**src/rtl/vae_fwd_pkg.sv**
```systemverilog
// Shared definitions for the VAE forward-path layers: activation codes,
// default Q-format, FSM encoding and the accumulator shift/saturate helper.
package vae_fwd_pkg;

  localparam int ACT_NONE = 0;
  localparam int ACT_RELU = 1;
  localparam int ACT_HSIG = 2;

  localparam int DEF_DATA_W = 16;
  localparam int DEF_FRAC_W = 8;

  // Working width for sat_shift; any accumulator up to this width is accepted.
  localparam int SAT_W = 64;

  typedef enum logic [1:0] {
    ST_IDLE,
    ST_MAC,
    ST_FIN,
    ST_DONE
  } dense_state_t;

  // Arithmetic shift right by frac_w (floor), then clamp to a signed data_w range.
  function automatic logic signed [SAT_W-1:0] sat_shift(
    input logic signed [SAT_W-1:0] acc,
    input int                      data_w,
    input int                      frac_w
  );
    logic signed [SAT_W-1:0] t;
    logic signed [SAT_W-1:0] hi;
    logic signed [SAT_W-1:0] lo;
    t  = acc >>> frac_w;
    hi = (64'sd1 <<< (data_w - 1)) - 64'sd1;
    lo = -(64'sd1 <<< (data_w - 1));
    if (t > hi) begin
      return hi;
    end else if (t < lo) begin
      return lo;
    end
    return t;
  endfunction

endpackage

```
**src/rtl/vae_q_act.sv**
```systemverilog
// Combinational requantiser: accumulator -> saturated DATA_W word -> activation.
module vae_q_act
  import vae_fwd_pkg::*;
#(
  parameter int DATA_W = DEF_DATA_W,
  parameter int FRAC_W = DEF_FRAC_W,
  parameter int ACC_W  = 2 * DEF_DATA_W + 4,
  parameter int ACT    = ACT_NONE
) (
  input  logic signed [ACC_W-1:0]  acc,
  output logic signed [DATA_W-1:0] y
);

  localparam logic signed [DATA_W+1:0] HALF = (DATA_W+2)'(2 ** (FRAC_W - 1));
  localparam logic signed [DATA_W+1:0] ONE  = (DATA_W+2)'(2 ** FRAC_W);

  logic signed [DATA_W-1:0] sat;

  // Two guard bits keep the +0.5 offset from wrapping before the clamp.
  function automatic logic signed [DATA_W-1:0] hsig(input logic signed [DATA_W-1:0] v);
    logic signed [DATA_W+1:0] h;
    h = (DATA_W+2)'(v >>> 2) + HALF;
    if (h < 0) begin
      return '0;
    end else if (h > ONE) begin
      return DATA_W'(ONE);
    end
    return DATA_W'(h);
  endfunction

  assign sat = DATA_W'(sat_shift(SAT_W'(acc), DATA_W, FRAC_W));

  always_comb begin
    y = sat;
    case (ACT)
      ACT_RELU: y = sat[DATA_W-1] ? '0 : sat;
      ACT_HSIG: y = hsig(sat);
      default:  y = sat;
    endcase
  end

endmodule

```
**src/rtl/vae_dense_seq.sv**
```systemverilog
// Time-multiplexed fixed-point dense layer: one MAC per cycle, one FIN cycle
// per neuron, valid/ready on both sides so layers can be chained.
module vae_dense_seq
  import vae_fwd_pkg::*;
#(
  parameter int DATA_W = DEF_DATA_W,
  parameter int FRAC_W = DEF_FRAC_W,
  parameter int N_IN   = 9,
  parameter int N_OUT  = 4,
  parameter int ACT    = ACT_NONE
) (
  input  logic                            clk,
  input  logic                            rst,
  input  logic                            in_valid,
  output logic                            in_ready,
  input  logic [N_IN*DATA_W-1:0]          x_flat,
  input  logic [N_IN*N_OUT*DATA_W-1:0]    w_flat,
  input  logic [N_OUT*DATA_W-1:0]         b_flat,
  output logic                            out_valid,
  input  logic                            out_ready,
  output logic [N_OUT*DATA_W-1:0]         y_flat,
  output logic                            busy
);

  localparam int ACC_W = 2 * DATA_W + $clog2(N_IN + 1);
  localparam int IW    = $clog2(N_IN + 1);
  localparam int JW    = $clog2(N_OUT + 1);

  dense_state_t state, state_nx;

  logic [IW-1:0]               i;
  logic [JW-1:0]               j;
  logic signed [ACC_W-1:0]     acc;
  logic [N_IN*DATA_W-1:0]      x_reg;
  logic [N_OUT*DATA_W-1:0]     y_reg;

  logic signed [DATA_W-1:0]    x_sel;
  logic signed [DATA_W-1:0]    w_sel;
  logic signed [DATA_W-1:0]    b_sel;
  logic signed [2*DATA_W-1:0]  prod;
  logic signed [ACC_W-1:0]     bias_ext;
  logic signed [DATA_W-1:0]    y_act;
  logic                        last_i;
  logic                        last_j;

  assign x_sel    = x_reg[int'(i)*DATA_W +: DATA_W];
  assign w_sel    = w_flat[(int'(j)*N_IN + int'(i))*DATA_W +: DATA_W];
  assign b_sel    = b_flat[int'(j)*DATA_W +: DATA_W];
  assign prod     = (2*DATA_W)'(x_sel) * (2*DATA_W)'(w_sel);
  assign bias_ext = ACC_W'(b_sel) <<< FRAC_W;
  assign last_i   = (i == IW'(N_IN - 1));
  assign last_j   = (j == JW'(N_OUT - 1));

  assign in_ready  = (state == ST_IDLE);
  assign out_valid = (state == ST_DONE);
  assign busy      = (state != ST_IDLE);
  assign y_flat    = y_reg;

  vae_q_act #(
    .DATA_W (DATA_W),
    .FRAC_W (FRAC_W),
    .ACC_W  (ACC_W),
    .ACT    (ACT)
  ) u_q_act (
    .acc (acc),
    .y   (y_act)
  );

  always_comb begin
    state_nx = state;
    case (state)
      ST_IDLE: if (in_valid)  state_nx = ST_MAC;
      ST_MAC:  if (last_i)    state_nx = ST_FIN;
      ST_FIN:  state_nx = last_j ? ST_DONE : ST_MAC;
      ST_DONE: if (out_ready) state_nx = ST_IDLE;
      default: state_nx = ST_IDLE;
    endcase
  end

  always_ff @(posedge clk or posedge rst) begin
    if (rst) begin
      state <= ST_IDLE;
      i     <= '0;
      j     <= '0;
      acc   <= '0;
      x_reg <= '0;
      y_reg <= '0;
    end else begin
      state <= state_nx;
      case (state)
        ST_IDLE: begin
          if (in_valid) begin
            x_reg <= x_flat;
            i     <= '0;
            j     <= '0;
          end
        end
        // First product of a neuron seeds the accumulator with the aligned bias.
        ST_MAC: begin
          acc <= ((i == '0) ? bias_ext : acc) + ACC_W'(prod);
          i   <= last_i ? '0 : i + IW'(1);
        end
        ST_FIN: begin
          y_reg[int'(j)*DATA_W +: DATA_W] <= y_act;
          i <= '0;
          if (!last_j) j <= j + JW'(1);
        end
        default: ;
      endcase
    end
  end

endmodule

```
**config.mk**
```make
export PLATFORM = sky130hd
export DESIGN_NAME = vae_dense_seq
export DESIGN_NICKNAME = d
export VERILOG_FILES = /design/src/rtl/vae_fwd_pkg.sv /design/src/rtl/vae_q_act.sv /design/src/rtl/vae_dense_seq.sv
export SDC_FILE = /design/constraint.sdc
export NUM_CORES = 2
export LEC_CHECK = 0
export BUFFER_PORTS_ARGS = -buffer_cell sky130_fd_sc_hd__buf_2
export CELL_PAD_IN_SITES_DETAIL_PLACEMENT = 0
export CELL_PAD_IN_SITES_GLOBAL_PLACEMENT = 1
export CORE_AREA = 2 2 331 333
export CTS_CLUSTER_SIZE = 28
export DETAILED_ROUTE_END_ITERATION = 16
export DIE_AREA = 0 0 333 335
export PLACE_DENSITY_LB_ADDON = 0.1
export SYNTH_ARGS = -nofsm -noshare
export SYNTH_HDL_FRONTEND = slang
export SYNTH_SLANG_ARGS = --single-unit
```
**constraint.sdc**
```tcl
create_clock -name clk -period 21.1 [get_ports clk]
set_clock_uncertainty 0.2 [all_clocks]
set_input_delay 3.165 -clock clk [delete_from_list [all_inputs] [get_ports clk]]
set_output_delay 3.165 -clock clk [all_outputs]
set_load 0.005 [all_outputs]
```
==> key figures <==
Route
  – Vias per cell: 4.81
  – First DRT Iteration DRCs: 1234
  – DR pass1 iterations: 4
  – Drt total wl: 130000 um
  – Routed len/inst: 27.0 um
  – DR DRC count: 0
  – Post-route ant nets: 0
  – Vias post-DR: 23200

Critical path
  – Reg-to-Reg Start: i[0]
  – CP endpoint kind: flip-flop
  – Reg2Reg Setup Slack: 9.78 ns
  – Worst path max stage delay: 0.78 ns
  – Most used cell, CP: fa_1
  – CP max-delay cell: o21ai_2
  – Worst setup SP type: flip-flop
  – Critical path class: reg2reg
  – Data arrival time of the critical path: 11.58 ns
  – Crit-path max FO: 94
  – CP Launch Point: i[0]
  – CP required: 21.37 ns

STA
  – Fin crit share: 53.6%
  – Worst-margin pin slew: 1.17 ns
  – Setup Viol. Count Final: 0
  – Final Slew Violations: 0
  – Slew HR: 21.9%
  – Hold_ws: 0.271 ns
  – Minimum clock period: 11.32 ns
  – Setup TNS: 0 ns
  – Unrepaired setup endpoints after global routing: no
  – Final hold vios: 0
  – Max Fclk: 88.4 MHz
  – Final worst slack: 9.78 ns

Finish
  – Share of cells above drive strength 1: 39.4%
  – Non-Filler Instances: 4821
  – Register Area: 6340 um^2
  – Area Growth Syn to Fin: 24.7%
  – # fillers: 11400
  – Area of the multi-input gates: 19600 um^2
  – Final #Nets: 4589
  – Max reg flops: 144

Floorplan
  – Die W: 333 um
  – Site Rows: 121
  – Boundary pin count: 855
  – Core area: 108000 um^2
  – Die height: 335 um
  – DIE AREA: 112000 um^2
  – Initial core utilization: 25.9%

Yosys
  – Avg Inst Size Synth: 10.8 um^2
  – YS warnings: 0
  – Ys flop type: dfrtp_1
  – Post-synthesis cell type count: 65
  – Register bit total from synthesis: 253
  – Area fraction of the dominant cell type after synthesis: 22.6%
  – Yosys top cell by area: dfrtp_1
  – Sequential area share after synthesis: 22.6%
  – Area contributors post-synth: dfrtp_1, fa_1, mux4_2, mux2_2, ha_1
  – Synth Cell Area: 28000 um^2
  – EDFF count, synth: 0
  – Asr flop ratio synth: 100%
  – Synth Instances: 2589
  – Post-Syn Nets: 3813

Global route
  – M1 GR Usage: 26.0%
  – GRT met3 Usage: 3.72%
  – Largest net degree at the start of global routing: 131
  – Gr ovfl total: 0
  – Global-route wire length before repair: 186000 um
  – Initial antenna violation count: 65
  – Global Route Usage Sum: 23.3%
  – GR peak layer: met2
  – Vias in the first global route: 25700
  – M2 GR Usage: 44.4%

Min path
  – Hold Crit Start: acc[1]
  – Worst Hold Class: reg2reg

Clocking
  – Hold buffer count at CTS: 0
  – Clock latency on the worst-skew pair: 0.61 ns
  – TritonCTS clock tree: built
  – Worst-path clk slew: 0.08 ns
  – Postcts setup bufs: 0
  – PostCTS Resize Cnt: 0
  – Htree depth: 1
  – Root Buffer: clkbuf_16
  – Clock Sink Count: 253
  – CTS buffer count: 30
  – Clock Tree Buf Depth: 3

Place
  – Post-DP HPWL: 112000 um
  – Pre-CTS WS: 9.30 ns
  – Routability Congestion: 1.00
  – Placed insts: 4747
  – Count of buffers from port buffering: 854

Run
  – Max-Cap Viols: 0

Outcome
  – Status: finished clean
-- cell usage in the layout (no fill, tap or decap), types with 24 or more instances in the layout --
cell       instances
buf_2            854
inv_1            395
fa_1             315
dfrtp_1          249
nand2_1          225
nor2_1           213
mux4_2           190
mux2_2           159
ha_1             118
o21ai_0          116
a21oi_1           71
mux2i_1           56
nor2b_1           39
buf_4             38
clkbuf_16         30
nand2b_1          29
xnor2_1           24
-- kinds of logic after synthesis --
group,count (synthesis),synth area share [%]
AOI/OAI and AO/OA,308,6.79
xor gates and xnor gates,43,1.41
adders and majority gates,436,27.9
buffers and inverters,546,7.65
DFF,253,22.6
muxes,413,24.4
and+or+nand+nor,590,9.20
-- worst max-delay path, delay by kind of cell, from the launching register on --
family / cells / cell delay, ns
and+or+nand+nor: 2 / 0.24
adders and majority gates: 8 / 4.15
muxes: 2 / 1.19
buffers and inverters: 6 / 1.36
xor gates and xnor gates: 1 / 0.16
AOI/OAI and AO/OA: 9 / 2.90
DFF: 1 / 0.69
-- per-stage QoR --
stage	instance area (um^2)	util, %
6_report	34900	32.3
5_1_grt	34900	32.3
4_1_cts	34900	32.3
3_5_place_dp	33800	31.3
3_3_place_gp	33800	31.3
2_1_floorplan	28000	-
-- cell usage after synthesis (all sizes together), types with 8 or more instances --
cell,number
xnor2,26
dfrtp,253
xor2,17
nor3,18
and2,19
or2,9
fa,316
a21oi,71
mux2,159
o22ai,23
buf,69
o21bai,8
inv,396
nor2,217
nor2b,39
a21o,10
o22a,11
nand2,226
ha,120
a22o,21
mux2i,56
clkbuf,81
mux4,198
nand3,10
nand2b,30
o21ai,128
-- cell type report --
cell class                 count  area share [%]
sequential                   253            18.1
antenna                       18           0.129
inverter                     396            4.28
clock inverter                12           0.494
clock buffer                  44            2.56
tap                         1414            5.07
timing repair buffer         894            13.2
multi-input combinational   1790            56.2
-- path summary, 6_finish.rpt --
| check | endpoint | cells after the start |
|---|---|---|
| max | acc[32] | 28 |
| min | acc[1] | 2 |
| max reg2reg | acc[32] | 28 |
| min reg2reg | acc[1] | 2 |
| max in group asynchronous | acc[33] | 4 |
| min in group asynchronous | x_reg[98] | 2 |
-- routing by layer --
metal / up-vias / routed length, um
met2: 685 / 70800
li1: 10300 / -
met5: - / 211
met4: 32 / 5290
met1: 12000 / 47200
met3: 166 / 6700
Power is not shown: default switching activity piles up to over one toggle a cycle in this logic, so the estimate is an artifact.
